File: src/rtl/mem_access_ctrl.sv
// mem_access_ctrl
//   Sequences single load/store accesses to a word-wide data RAM. Byte and
//   halfword stores are done as read-modify-write. Loads return the raw RAM
//   word on rd_RAM with the low address bits on lowerAddr, so a later stage
//   can do the lane select and sign extension.
//
// Optional feature macro: MISALIGN_TRAP_EN
//   Defined:   misaligned requests complete at once with misalign=1 and do
//              not touch the RAM.
//   Undefined: the misalign port is absent and misaligned requests are
//              force-aligned.
//
// Ports
//   clk, rst_n              clock, synchronous active-low reset
//   req_valid / req_ready   request handshake (ready only while idle)
//   req_we                  1 = store, 0 = load
//   TYPE_B / TYPE_H         byte / halfword access (byte wins); neither = word
//   addr, wdata             byte address, right-aligned store data
//   ram_addr, ram_we        RAM word address and write strobe
//   ram_wdata, ram_rdata    RAM write word / read word (one-cycle read latency)
//   rd_RAM, lowerAddr       captured load word and latched addr[1:0]
//   done                    one-cycle completion pulse
//   misalign                misaligned-request flag (MISALIGN_TRAP_EN only)
module mem_access_ctrl (
    input  logic        clk,
    input  logic        rst_n,
    input  logic        req_valid,
    output logic        req_ready,
    input  logic        req_we,
    input  logic        TYPE_B,
    input  logic        TYPE_H,
    input  logic [31:0] addr,
    input  logic [31:0] wdata,
    output logic [29:0] ram_addr,
    output logic        ram_we,
    output logic [31:0] ram_wdata,
    input  logic [31:0] ram_rdata,
    output logic [31:0] rd_RAM,
    output logic [1:0]  lowerAddr,
    output logic        done
`ifdef MISALIGN_TRAP_EN
    ,
    output logic        misalign
`endif
);

    typedef enum logic [2:0] {IDLE, RD, WAIT, WR, DONE} state_e;

    state_e      state_q, state_d;
    logic        we_q, byte_q, half_q;
    logic [31:0] wdata_q;
    logic [1:0]  lower_addr_q;
    logic [29:0] ram_addr_q;
    logic [31:0] rd_ram_q;
    logic [31:0] merge_q;
    logic [31:0] merged;
    logic        done_q, ram_we_q;
    logic        accept;
    logic        req_misaligned;
`ifdef MISALIGN_TRAP_EN
    logic        misalign_q;
`endif

    assign req_ready = (state_q == IDLE);
    assign accept    = req_valid && req_ready;

    always_comb begin
        req_misaligned = 1'b0;
`ifdef MISALIGN_TRAP_EN
        req_misaligned = !TYPE_B &&
                         ((TYPE_H && addr[0]) || (!TYPE_H && (addr[1:0] != 2'b00)));
`endif
    end

    always_comb begin
        state_d = state_q;
        case (state_q)
            IDLE: begin
                if (req_valid) begin
                    if (req_misaligned)
                        state_d = DONE;
                    else if (!req_we || TYPE_B || TYPE_H)
                        state_d = RD;
                    else
                        state_d = WR;
                end
            end
            RD:      state_d = WAIT;
            WAIT:    state_d = we_q ? WR : DONE;
            WR:      state_d = DONE;
            DONE:    state_d = IDLE;
            default: state_d = IDLE;
        endcase
    end

    // Lane merge for sub-word stores; halfword lane uses addr[1] only, which
    // also force-aligns an odd halfword address.
    always_comb begin
        merged = ram_rdata;
        if (byte_q) begin
            case (lower_addr_q)
                2'd0: merged[7:0]   = wdata_q[7:0];
                2'd1: merged[15:8]  = wdata_q[7:0];
                2'd2: merged[23:16] = wdata_q[7:0];
                2'd3: merged[31:24] = wdata_q[7:0];
                default: merged     = ram_rdata;
            endcase
        end else if (lower_addr_q[1]) begin
            merged[31:16] = wdata_q[15:0];
        end else begin
            merged[15:0]  = wdata_q[15:0];
        end
    end

    // ram_we_q is registered from state_d, so it is high exactly while in WR.
    always_ff @(posedge clk) begin
        if (!rst_n) begin
            state_q      <= IDLE;
            we_q         <= 1'b0;
            byte_q       <= 1'b0;
            half_q       <= 1'b0;
            wdata_q      <= '0;
            lower_addr_q <= '0;
            ram_addr_q   <= '0;
            rd_ram_q     <= '0;
            merge_q      <= '0;
            done_q       <= 1'b0;
            ram_we_q     <= 1'b0;
`ifdef MISALIGN_TRAP_EN
            misalign_q   <= 1'b0;
`endif
        end else begin
            state_q  <= state_d;
            done_q   <= (state_d == DONE);
            ram_we_q <= (state_d == WR);
`ifdef MISALIGN_TRAP_EN
            misalign_q <= accept && req_misaligned;
`endif
            if (accept) begin
                we_q         <= req_we;
                byte_q       <= TYPE_B;
                half_q       <= TYPE_H;
                wdata_q      <= wdata;
                lower_addr_q <= addr[1:0];
                ram_addr_q   <= addr[31:2];
            end
            if (state_q == WAIT) begin
                if (we_q)
                    merge_q  <= merged;
                else
                    rd_ram_q <= ram_rdata;
            end
        end
    end

    always_comb begin
        ram_wdata = '0;
        if (state_q == WR)
            ram_wdata = (byte_q || half_q) ? merge_q : wdata_q;
    end

    assign ram_addr  = ram_addr_q;
    assign ram_we    = ram_we_q;
    assign rd_RAM    = rd_ram_q;
    assign lowerAddr = lower_addr_q;
    assign done      = done_q;
`ifdef MISALIGN_TRAP_EN
    assign misalign  = misalign_q;
`endif

endmodule

File: config.mk
export PLATFORM = sky130hd
export DESIGN_NAME = mem_access_ctrl
export DESIGN_NICKNAME = d
export VERILOG_FILES = /design/src/rtl/mem_access_ctrl.sv
export SDC_FILE = /design/constraint.sdc
export NUM_CORES = 1
export LEC_CHECK = 0
export BUFFER_PORTS_ARGS = -buffer_cell sky130_fd_sc_hd__buf_4
export CAP_MARGIN = 20
export CORE_ASPECT_RATIO = 0.9
export CORE_MARGIN = 8
export CORE_UTILIZATION = 47
export DETAILED_ROUTE_END_ITERATION = 6
export GPL_ROUTABILITY_DRIVEN = 0
export GPL_TIMING_DRIVEN = 1
export HOLD_SLACK_MARGIN = 0.05
export PLACE_DENSITY = 0.76
export SLEW_MARGIN = 15
export SYNTH_ARGS = -nofsm -noshare
export SYNTH_HDL_FRONTEND = slang
export SYNTH_SLANG_ARGS = --single-unit
File: constraint.sdc
create_clock -name clk -period 3.85 [get_ports clk]
set_input_delay 0.385 -clock clk [delete_from_list [all_inputs] [get_ports clk]]
set_output_delay 0.385 -clock clk [all_outputs]
set_load 0.1 [all_outputs]
# Word-level counts from Yosys, hierarchy flattened
# Cells that the tools add are included.
# op_classes
eq_ne	8
n_mux	13
bitwise_logic	1
n_reduce_logical	9
# op_table
operator	n
2-to-1 mux 32 bit	3
2-to-1 mux 16 bit	2
2-to-1 mux 8 bit	4
case mux 3 bit (4 select lines)	1
== test 3 x 2 -> 1 bit, second input constant	3
2-to-1 mux 3 bit	2
== test 2 bit, second input constant	2
AND reduction 2 bit	2
== test 3 x 1 -> 1 bit, second input constant	1
== test 3 bit, second input constant	1
zero test 3 bit	1
logical OR 1 bit	3
== test 2 x 1 -> 1 bit, second input constant	1
zero test 2 bit	1
2-to-1 mux 2 bit	1
logical AND 1 bit	1
zero test 1 bit	1
inverter 1 bit	1
# word_totals
ff_bits	136
inputBits	102
output_inout_bits	99
elab_cells	42

# Depth between registers and ports, before layout
# Gate-level depths: netlist of run 1.
# logic_depth
depth_word	7
mapped_depth	7

# Worst setup path before layout of run 1
# OpenSTA, ideal clock, no wires.
# synth_path
path_kind	flip-flop to output port
start	register byte_q
end	output ram_wdata[0]
arrival_time_ps	2552
slack_ps	913
stages_incl_launch_ff	6
n_path_buf	2
cell_sequence	dfxtp_1 clkbuf_1 nor2_1 clkbuf_1 nand2_1 a21oi_1
# synth_between
elab_chain_cells	3
# synth_rtl
element	line	text
start, declared	50	logic we_q, byte_q, half_q;
start signal, assigned	120	byte_q <= 1'b0;
start signal, assigned	141	byte_q <= TYPE_B;
logical OR 1 bit	159	ram_wdata = (byte_q || half_q) ? merge_q : wdata_q;
2-to-1 mux 32 bit	159	
2-to-1 mux 32 bit	158	if (state_q == WR)
end, declared	36	output logic [31:0] ram_wdata,
# No other way between the ends.

# Worst setup path after layout of run 1
# layout_path
start	register byte_q
end	output ram_wdata[29]
# The elaborated chain is that of the path after synthesis.

==> metrics.csv, run 1 <==
stage,metric,value,unit
run_status,status,"finished, final reports clean",
worst_setup_path,critPathSlowestCell,dfxtp_1,
yosys,syn-mean-instance-area,7.75,um^2
yosys,yosys.area.top_type,dfxtp_1,
timing,worst_clock_skew,6.49,ps
clocking,clk_pin_slew,60,ps
min_path,hold_depth,3,
timing,post-route-min-period,2920,ps
power,p_int,2.92,mW
yosys,yosys_warnings,0,
worst_setup_path,critPathLaunchType,flip-flop,
power,pwr-share-seq,37.8,%
worst_setup_path,ff2ff_path_depth,3,
placement,io_buffers,200,
global_route,overflow,0,
route,viasPerCell,5.22,
clocking,numClockSinks,136,
global_route,grt_max_degree,137,
placement,placed_area,0.00732,mm^2
route,drtPass1Iterations,5,
yosys,synth_ff_type,dfxtp_1,
clocking,cts_tree,done,
yosys,ys_types,26,
route,ant_nets,0,
timing,max_freq,343,MHz
worst_setup_path,arrival,2530,ps
power,pwr-share-clk,44.4,%
route,routedWlPerCell,16.9,um
yosys,async_flop_share,0,%
cells_and_area,drive_above_1_share,26.3,%
clocking,cts_setup_buffers,0,
worst_setup_path,endpoint,ram_wdata[29],
cells_and_area,n_antenna_cell,0,
clocking,root_buffer,clkbuf_16,
clocking,hold_buffers,0,
route,top_layer,met4,
timing,final-setup-viol-count,0,
timing,max_slew.worst_pin.slew,947,ps
clocking,cts_max_path_buffers,2,
floorplan,initial_core_util,48.3,%
yosys,synth.most_common_cell,nand2_1,
min_path,hold_class,in2reg,
global_route,grt_pass1_vias,5407,
global_route,grt_usage,22.0,%
floorplan,fp.dieW,133,um
placement,dpl.hpwl,12.8,mm
yosys,synth_top_area_share,46.6,%
timing,drv_slew,0,
route,dr_wl_met2,8.14,mm
power,p_sw_share,28.4,%
route,drc,0,
worst_setup_path,worst-path-max-fanout,32,
worst_setup_path,cp.required,3460,ps
yosys,ys_ff_latch,136,
route,drt-met1-wl,8.08,mm
yosys,ys_top_cells_by_area,"dfxtp_1, nand2_1, a21boi_0, o21ai_0, a21boi_1",
worst_setup_path,critPathKind,reg2out,
yosys,netlist_area,0.00584,mm^2
timing,maxSlewHeadroom,36.7,%
clocking,htreeDepth,4,
timing,final.setup.tns,0,ps
floorplan,core_area,0.0121,mm^2
cells_and_area,nets,1019,
worst_setup_path,end_kind,output pin,
timing,hold_violations,0,
power,p_per_area,509,mW/mm^2
floorplan,rows,38,
yosys,syn-num-nets,855,
worst_setup_path,r2r-start,byte_q,
clocking,cts_made_buffers,17,
worst_setup_path,rr_endpoint,merge_q[30],
route,num_vias,5688,
global_route,grt_pass1_wl,28.3,mm
power,peakVddDrop,0.344,mV
worst_setup_path,cpPeakStageDelay,740,ps
cells_and_area,area_growth,37.3,%
worst_setup_path,cp_cell_sequence,or2_2 -> nand2_1 -> a21oi_1 -> buf_4,
flow_run,cap_violations,0,
yosys,synthCells,753,
cells_and_area,final_cell_area,0.00802,mm^2
power,p_leak,3.28,nW
yosys,synth_edf_count,0,
power,power.switching,1.16,mW
worst_setup_path,worstSetupStartpoint,byte_q,
worst_setup_path,rrSetupSlack,1770,ps
clocking,cts.repair.resized,0,
route,drt_iter0_drc,464,
floorplan,fp.dieH,122,um
power,power_frac_comb,17.8,%
timing,finalCritPeriodShare,75.7,%
route,drt-total-wl,18.4,mm
global_route,antenna_found_initial,0,
floorplan,die_area,0.0162,mm^2
yosys,ys_seq_area_share,46.6,%
clocking,clk_latency,420,ps
floorplan,io-pin-count,201,
route,wl_met3,1.89,mm
yosys,synthTopCellsByCount,"nand2_1, dfxtp_1, a21boi_0, o21ai_0, clkbuf_1",
timing,rsz0062_at_grt,no,
worst min-delay path by stage:
stage	startpoint	end	slack (ps)
after detailed placement	ram_addr[7]	ram_addr[7]	450
after floorplan	wdata_q[16]	wdata_q[16]	440
final	addr[23]	ram_addr[21]	210
after global placement	ram_addr[10]	ram_addr[10]	440
after global routing	addr[11]	ram_addr[9]	200
after CTS	addr[23]	ram_addr[21]	200
power by group through the flow:
stage | logic, mW | registers (mW) | clock network [mW]
finish | 0.727 | 1.54 | 1.81
floorplan | 0.262 | 1.82 | 0
global placement | 0.725 | 1.57 | 0
detailed placement | 0.727 | 1.57 | 0
CTS | 0.729 | 1.54 | 1.83
global route | 0.774 | 1.55 | 1.90
cells by family (layout without fill, tap and decap cells):
logic type             Yosys count  in the layout  synth area share (%)
AO/OA/AOI/OAI                  234            234                  25.0
buffers and inverters           64            240                  4.95
flip-flops                     136            136                  46.6
multiplexers                     8              8                  1.37
AND/OR/NAND/NOR                311            311                  22.0
critical path: cells and delay by family, from the launching register on:
family	cells	cell delay [ps]
flops	1	740
buf+inv	1	330
compound gates	1	200
simple gates	2	840
layout by cell type (no fill, tap or decap), types with 5 or more instances in the layout:
| cell type | n |
|---|---|
| mux2i_1 | 8 |
| a21boi_1 | 32 |
| o21ai_0 | 64 |
| a21oi_1 | 42 |
| nand2_1 | 278 |
| clkbuf_8 | 5 |
| and3_1 | 10 |
| a31oi_1 | 24 |
| buf_4 | 207 |
| a21boi_0 | 68 |
| bufinv_16 | 5 |
| dfxtp_1 | 136 |
| clkbuf_16 | 17 |
| nor2b_1 | 11 |
per-stage QoR:
step | hold slack [ps] | power (mW) | utilization (%) | instances | setup WS (ps)
after floorplan | 444 | 2.08 | - | 753 | 913
after global placement | 441 | 2.29 | 60.6 | 1057 | 1380
after detailed placement | 446 | 2.30 | 60.6 | 1057 | 1350
after CTS | 200 | 4.10 | 66.1 | 1088 | 906
after global routing | 204 | 4.22 | 66.4 | 1089 | 757
final | 209 | 4.08 | 66.4 | 1089 | 934
registers in the layout, summed over array words and instances, names as in the netlist, 2 cells and up:
| name | count |
|---|---|
| rd_RAM | 32 |
| merge_q | 32 |
| wdata_q | 32 |
| lowerAddr | 2 |
| state_q | 3 |
| ram_addr | 30 |
final cells by class:
cell class	count	area [um^2]
fillers	1095	4060
multi-input cells	553	2840
flip-flops and latches	136	2720
repair buffers	208	1580
clock buffers	24	502
well taps	160	200
clock inverters	7	163
inverters	1	3.75
per-layer routing:
layer	global-route usage, %	vias up
li1	-	2843
met1	27.8	2607
met2	32.9	211
met3	9.92	27
met4	7.01	0
met5	0	-
Power figures use the tool's default switching activity.
==> run 2: changes to the inputs <==
--- a/config.mk
+++ b/config.mk
@@ -5,6 +5,7 @@
 export SDC_FILE = /design/constraint.sdc
 export NUM_CORES = 1
 export LEC_CHECK = 0
+export ABC_AREA = 1
 export BUFFER_PORTS_ARGS = -buffer_cell sky130_fd_sc_hd__buf_4
 export CAP_MARGIN = 20
 export CORE_ASPECT_RATIO = 0.9
@@ -14,7 +15,7 @@
 export GPL_ROUTABILITY_DRIVEN = 0
 export GPL_TIMING_DRIVEN = 1
 export HOLD_SLACK_MARGIN = 0.05
-export PLACE_DENSITY = 0.76
+export PLACE_DENSITY = 0.77
 export SLEW_MARGIN = 15
 export SYNTH_ARGS = -nofsm -noshare
 export SYNTH_HDL_FRONTEND = slang
==> constraint.sdc (replaced) <==
create_clock -name clk -period 2.6 [get_ports clk]
set_input_delay 0.26 -clock clk [delete_from_list [all_inputs] [get_ports clk]]
set_output_delay 0.26 -clock clk [all_outputs]
set_load 0.1 [all_outputs]
==> run 2 against run 1 <==
Sequential cell count is the same. Utilization fell by 2.8 points. Power is 55% higher. Register-to-register slack got worse by 950 ps. Clock power rose by 36%. Clock-buffer cell count is 1 lower. Critical path depth is 2 higher. Final cell count increased by 24%. Cell area up 9.4%. Routed wire length rose by 22%. Die area up 11%. Largest cell class unchanged. Largest power group unchanged.
==> metrics.csv, run 2 <==
stage,metric,value,unit
power,peakVddDrop,0.822,mV
global_route,overflow,0,
yosys,synthTopCellsByCount,"nand2_1, a21oi_1, nand3_1, dfxtp_1, nor2_1",
power,p_leak,3.97,nW
yosys,ys_types,20,
clocking,cts_made_buffers,17,
worst_setup_path,critPathKind,reg2out,
floorplan,fp.dieW,140,um
floorplan,rows,41,
yosys,yosys.area.top_type,dfxtp_1,
power,p_per_area,720,mW/mm^2
global_route,antenna_found_initial,0,
yosys,synth_simple_gate_area_share,33.5,%
worst_setup_path,critPathLaunchType,flip-flop,
floorplan,die_area,0.0180,mm^2
yosys,ys_ff_latch,136,
timing,final.setup.tns,0,ps
yosys,syn-num-nets,1105,
min_path,hold_class,in2reg,
route,drc,0,
worst_setup_path,cpPeakStageDelay,440,ps
yosys,netlist_area,0.00655,mm^2
min_path,min_from,addr[17],
timing,max_slew.worst_pin.slew,886,ps
timing,worst_clock_skew,5.04,ps
timing,drv_slew,0,
clocking,clk_latency,420,ps
route,routedWlPerCell,16.7,um
worst_setup_path,r2r-start,lowerAddr[1],
cells_and_area,fillers,1292,
clocking,cts_setup_buffers,0,
floorplan,fp.dieH,128,um
yosys,synth_top_family_by_area,simple AND/OR/NAND/NOR gates,
yosys,ys_seq_area_share,41.6,%
yosys,synth_xor_area_share,0,%
timing,fin_hold_ws,109,ps
worst_setup_path,cp.required,2340,ps
clocking,clk_pin_slew,60,ps
floorplan,initial_core_util,47.4,%
placement,io_buffers,200,
worst_setup_path,arrival,1950,ps
global_route,grt_pass1_wl,36.1,mm
timing,finalCritPeriodShare,85.1,%
cells_and_area,layout_common_cells,"nand2_1, buf_4, nand3_1",
worst_setup_path,end_kind,output pin,
timing,hold_violations,0,
timing,max_freq,452,MHz
route,num_vias,7317,
worst_setup_path,cp_cell_sequence,inv_2 -> nor2_4 -> nand2_1 -> buf_4 -> a211oi_1 -> buf_4,
yosys,synth_edf_count,0,
global_route,grt_pass1_vias,7003,
yosys,synth_ff_type,dfxtp_1,
yosys,async_flop_share,0,%
route,drtPass1Iterations,5,
clocking,numClockSinks,136,
worst_setup_path,critPathSlowestCell,dfxtp_1,
yosys,synth.area.mux_share,0,%
yosys,syn-mean-instance-area,6.53,um^2
run_status,status,"finished, final reports clean",
clocking,root_buffer,clkbuf_16,
timing,final-setup-viol-count,0,
placement,dpl.hpwl,15.7,mm
worst_setup_path,worst-path-max-fanout,32,
clocking,cts.repair.resized,0,
route,ant_nets,0,
cells_and_area,nets,1266,
yosys,synth-adder-area-share,0,%
timing,post-route-min-period,2210,ps
timing,rsz0062_at_grt,no,
flow_run,cap_violations,0,
clocking,cts_tree,done,
global_route,grt_max_degree,59,
clocking,hold_buffers,0,
yosys,ys_top_cells_by_area,"dfxtp_1, nand2_1, a21oi_1, nand3_1, nor2_1",
cells_and_area,n_antenna_cell,0,
yosys,synth_compound_area_share,16.7,%
route,viasPerCell,5.43,
worst_setup_path,worstSetupStartpoint,state_q[1],
timing,maxSlewHeadroom,40.8,%
cells_and_area,final_common_cell,nand2_1,
route,drt_iter0_drc,656,
worst_setup_path,path_common_cell,buf_4,
cells_and_area,drive_above_1_share,24.1,%
cells_and_area,area_growth,33.9,%
clocking,htreeDepth,4,
yosys,synthCells,1003,
global_route,grt_usage,25.0,%
floorplan,io-pin-count,201,
yosys,synth.most_common_cell,nand2_1,
clocking,cts_max_path_buffers,2,
yosys,synth_top_area_share,41.6,%
route,drt-total-wl,22.5,mm
yosys,yosys_warnings,0,
floorplan,core_area,0.0138,mm^2
[run 2: cell types whose count changed after synthesis, moves of 25 or more]
cell,change
a21oi_1,+100
nand3_1,+140
a21boi_1,-32
nor2_1,+101
o21ai_0,-25
a21boi_0,-68
inv_1,+48
[run 2: layer usage]
metal / global-route usage [%] / up-vias / wire, um
met3: 10.4 / 48 / 2300
met5: 0 / - / 0
li1: - / 3588 / -
met1: 29.9 / 3355 / 9060
met4: 8.99 / 0 / 625
met2: 39.8 / 326 / 10500
[run 2: path summary, 6_finish.rpt]
check	to	slack [ps]	cells past startpoint
setup reg to reg	merge_q[14]	820	8
setup / recovery	ram_wdata[2]	390	6
hold reg to reg	rd_RAM[5]	460	2
hold / removal	ram_addr[15]	110	3
[run 2: through the flow]
step           utilization, %  std cells  instance area (um^2)  total power [mW]  setup WS, ps
2_1_floorplan               -       1003                  6600              3.43          -825
3_3_place_gp             59.2       1317                  8170              3.86           810
3_5_place_dp             59.2       1317                  8170              3.87           821
4_1_cts                  63.5       1348                  8770              6.32           364
5_1_grt                  63.5       1348                  8770              6.57           257
6_report                 63.5       1348                  8770              6.31           387
[run 2: cell type report]
type	count	area [um^2]	area share, %
clock buffer	23	478	5.45
clock inverter	8	120	1.37
inverter	52	196	2.24
multi-input combinational	734	3360	38.3
sequential	136	2720	31.1
tap	172	215	2.45
timing repair buffer	223	1670	19.1
[run 2: where the power goes]
| group | switching (mW) | total (mW) | internal [mW] |
|---|---|---|---|
| Combinational | 1.12 | 1.54 | 0.414 |
| Sequential | 0.0974 | 2.31 | 2.21 |
| Clock | 0.893 | 2.47 | 1.57 |
[run 2: cell families (layout without fill, tap and decap cells)]
| group | count (synthesis) | in the layout |
|---|---|---|
| DFF | 136 | 136 |
| and+or+nand+nor | 528 | 528 |
| AOI/OAI and AO/OA | 206 | 206 |
| buffers and inverters | 133 | 306 |
[run 2: worst max-delay path: cells and delay by family, from the launching register on]
kind,cells,cell delay [ps]
buf+inv,3,670
flops,1,440
compound gates,1,260
simple gates,2,130
==> run 3: changes to the inputs <==
--- a/config.mk
+++ b/config.mk
@@ -5,17 +5,16 @@
 export SDC_FILE = /design/constraint.sdc
 export NUM_CORES = 1
 export LEC_CHECK = 0
-export ABC_AREA = 1
+export ABC_AREA = 0
 export BUFFER_PORTS_ARGS = -buffer_cell sky130_fd_sc_hd__buf_4
 export CAP_MARGIN = 20
 export CORE_ASPECT_RATIO = 0.9
 export CORE_MARGIN = 8
-export CORE_UTILIZATION = 47
+export CORE_UTILIZATION = 45
 export DETAILED_ROUTE_END_ITERATION = 6
 export GPL_ROUTABILITY_DRIVEN = 0
-export GPL_TIMING_DRIVEN = 1
 export HOLD_SLACK_MARGIN = 0.05
-export PLACE_DENSITY = 0.77
+export PLACE_DENSITY = 0.76
 export SLEW_MARGIN = 15
 export SYNTH_ARGS = -nofsm -noshare
 export SYNTH_HDL_FRONTEND = slang
==> run 3 against run 2 <==
Sequential power is 2% lower. Setup slack worse by 180 ps. Hold slack worse by 24 ps. Critical path depth is 1 lower. Fmax is 7.4% lower. Final cell count is 18% lower. Global-route usage is 3.6 points lower.
==> metrics.csv, run 3 (synthesized netlist as in run 1, its figures left out) <==
stage,metric,value,unit
timing,post-route-min-period,2390,ps
worst_setup_path,critPathTopFamily,buffers and inverters,
worst_setup_path,rr_endpoint,merge_q[16],
worst_setup_path,end_kind,output pin,
floorplan,core_area,0.0127,mm^2
worst_setup_path,cp_cell_sequence,nor2b_1 -> nand2_2 -> buf_4 -> a21oi_1 -> buf_4,
clocking,cts_tree,done,
cells_and_area,final_common_cell,nand2_1,
route,drtPass1Iterations,5,
clocking,htreeDepth,4,
timing,final.setup.tns,0,ps
clocking,cts.repair.resized,0,
worst_setup_path,path_common_cell,buf_4,
cells_and_area,n_antenna_cell,0,
power,power.switching,1.76,mW
timing,maxSlewHeadroom,46.5,%
clocking,clk_pin_slew,60,ps
power,p_leak,3.27,nW
worst_setup_path,ff2ff_path_depth,5,
global_route,antenna_found_initial,0,
placement,dpl.hpwl,13.7,mm
worst_setup_path,path_buf_inv,2,
timing,finalCritPeriodShare,91.9,%
worst_setup_path,cp.required,2340,ps
power,p_int,3.94,mW
timing,drv_slew,0,
worst_setup_path,rrSetupSlack,660,ps
worst_setup_path,cpPeakStageDelay,490,ps
global_route,grt_pass1_vias,5274,
floorplan,fp.dieH,124,um
worst_setup_path,critPathLaunchType,flip-flop,
power,power_frac_comb,19.6,%
route,drt-total-wl,18.9,mm
flow_run,cap_violations,0,
min_path,hold_class,in2reg,
worst_setup_path,critPathKind,reg2out,
clocking,hold_buffers,0,
timing,fin_hold_ws,84.3,ps
timing,final-setup-viol-count,0,
timing,max_freq,418,MHz
route,drc,0,
timing,worst_clock_skew,3.89,ps
floorplan,rows,39,
clocking,numClockSinks,136,
cells_and_area,nets,1027,
worst_setup_path,critPathSlowestCell,dfxtp_1,
route,drt_iter0_drc,439,
power,p_per_area,704,mW/mm^2
cells_and_area,drive_above_1_share,30.4,%
clocking,clk_latency,420,ps
floorplan,initial_core_util,46.0,%
route,routedWlPerCell,17.1,um
floorplan,fp.dieW,136,um
min_path,min_from,addr[6],
timing,hold_violations,0,
global_route,grt_max_degree,76,
clocking,cts_made_buffers,17,
power,p_sw_share,31.0,%
global_route,overflow,0,
timing,rsz0062_at_grt,no,
route,ant_nets,0,
floorplan,die_area,0.0169,mm^2
power,pwr-share-clk,40.6,%
placement,place_ws,643,ps
power,peakVddDrop,0.582,mV
floorplan,io-pin-count,201,
worst_setup_path,worst-path-max-fanout,29,
worst_setup_path,r2r-start,byte_q,
cells_and_area,layout_common_cells,"nand2_1, buf_4, dfxtp_1",
global_route,grt_pass1_wl,28.2,mm
timing,max_slew.worst_pin.slew,801,ps
clocking,cts_setup_buffers,0,
clocking,cts_max_path_buffers,2,
route,num_vias,5679,
worst_setup_path,arrival,2130,ps
timing,fin_ws,209,ps
cells_and_area,finish.utilization,63.8,%
run_status,status,"finished, final reports clean",
global_route,grt_usage,21.5,%
min_path,hold_depth,3,
min_path,hold-path-endpoint,ram_addr[4],
cells_and_area,fillers,1162,
clocking,root_buffer,clkbuf_16,
cells_and_area,area_growth,38.7,%
route,viasPerCell,5.15,
power,pwr-share-seq,39.8,%
placement,io_buffers,200,
run 3: changes by cell type in the layout (fill, tap and decap cells not counted), sizes merged, moves of 11 or more:
cell,before,now
a211oi,16,0
a21boi,0,100
a21oi,142,42
a31oi,0,24
inv,51,1
nand3,140,0
nor2,105,2
nor2b,0,11
o21ai,40,64
run 3: layout make-up:
| class | instances | area, um^2 | share of cell area (%) |
|---|---|---|---|
| inverter | 1 | 3.75 | 0.0464 |
| multi-input combinational | 553 | 2960 | 36.5 |
| tap | 164 | 205 | 2.53 |
| clock buffer | 19 | 443 | 5.47 |
| timing repair buffer | 216 | 1630 | 20.2 |
| sequential | 136 | 2720 | 33.6 |
| clock inverter | 13 | 130 | 1.61 |
run 3: worst max-delay path by stage:
stage	start	to	slack (ps)	cells past startpoint
after floorplan	byte_q	ram_wdata[23]	90	4
after global placement	byte_q	merge_q[16]	700	5
final	state_q[1]	ram_wdata[31]	210	5
after CTS	state_q[1]	ram_wdata[31]	190	5
after detailed placement	state_q[1]	ram_wdata[31]	640	5
after global routing	state_q[1]	ram_wdata[31]	90	5
run 3: tightest hold or removal path, cell delays in order:
cell,delay (ps)
buf_4,110
nand2_1,50
a21boi_1,50
run 3: power by group through the flow:
stage / sequential (mW) / combinational [mW] / clock [mW]
global route: 2.28 / 1.19 / 2.44
detailed placement: 2.31 / 1.12 / 0
CTS: 2.27 / 1.12 / 2.35
finish: 2.27 / 1.12 / 2.31
global placement: 2.31 / 1.11 / 0
floorplan: 2.69 / 0.398 / 0
run 3: metrics by stage:
stage	instances	cell area, um^2	total power [mW]
floorplan	753	5960	3.09
global placement	1070	7520	3.42
detailed placement	1070	7520	3.43
CTS	1102	8100	5.73
global route	1102	8100	5.90
finish	1102	8100	5.70
run 3: per-layer routing:
metal	up-vias	global-route usage, %	wire (um)
met5	-	0	0
met4	0	6.92	301
met3	23	7.10	1560
met2	200	31.6	8430
met1	2593	29.2	8570
li1	2863	-	-
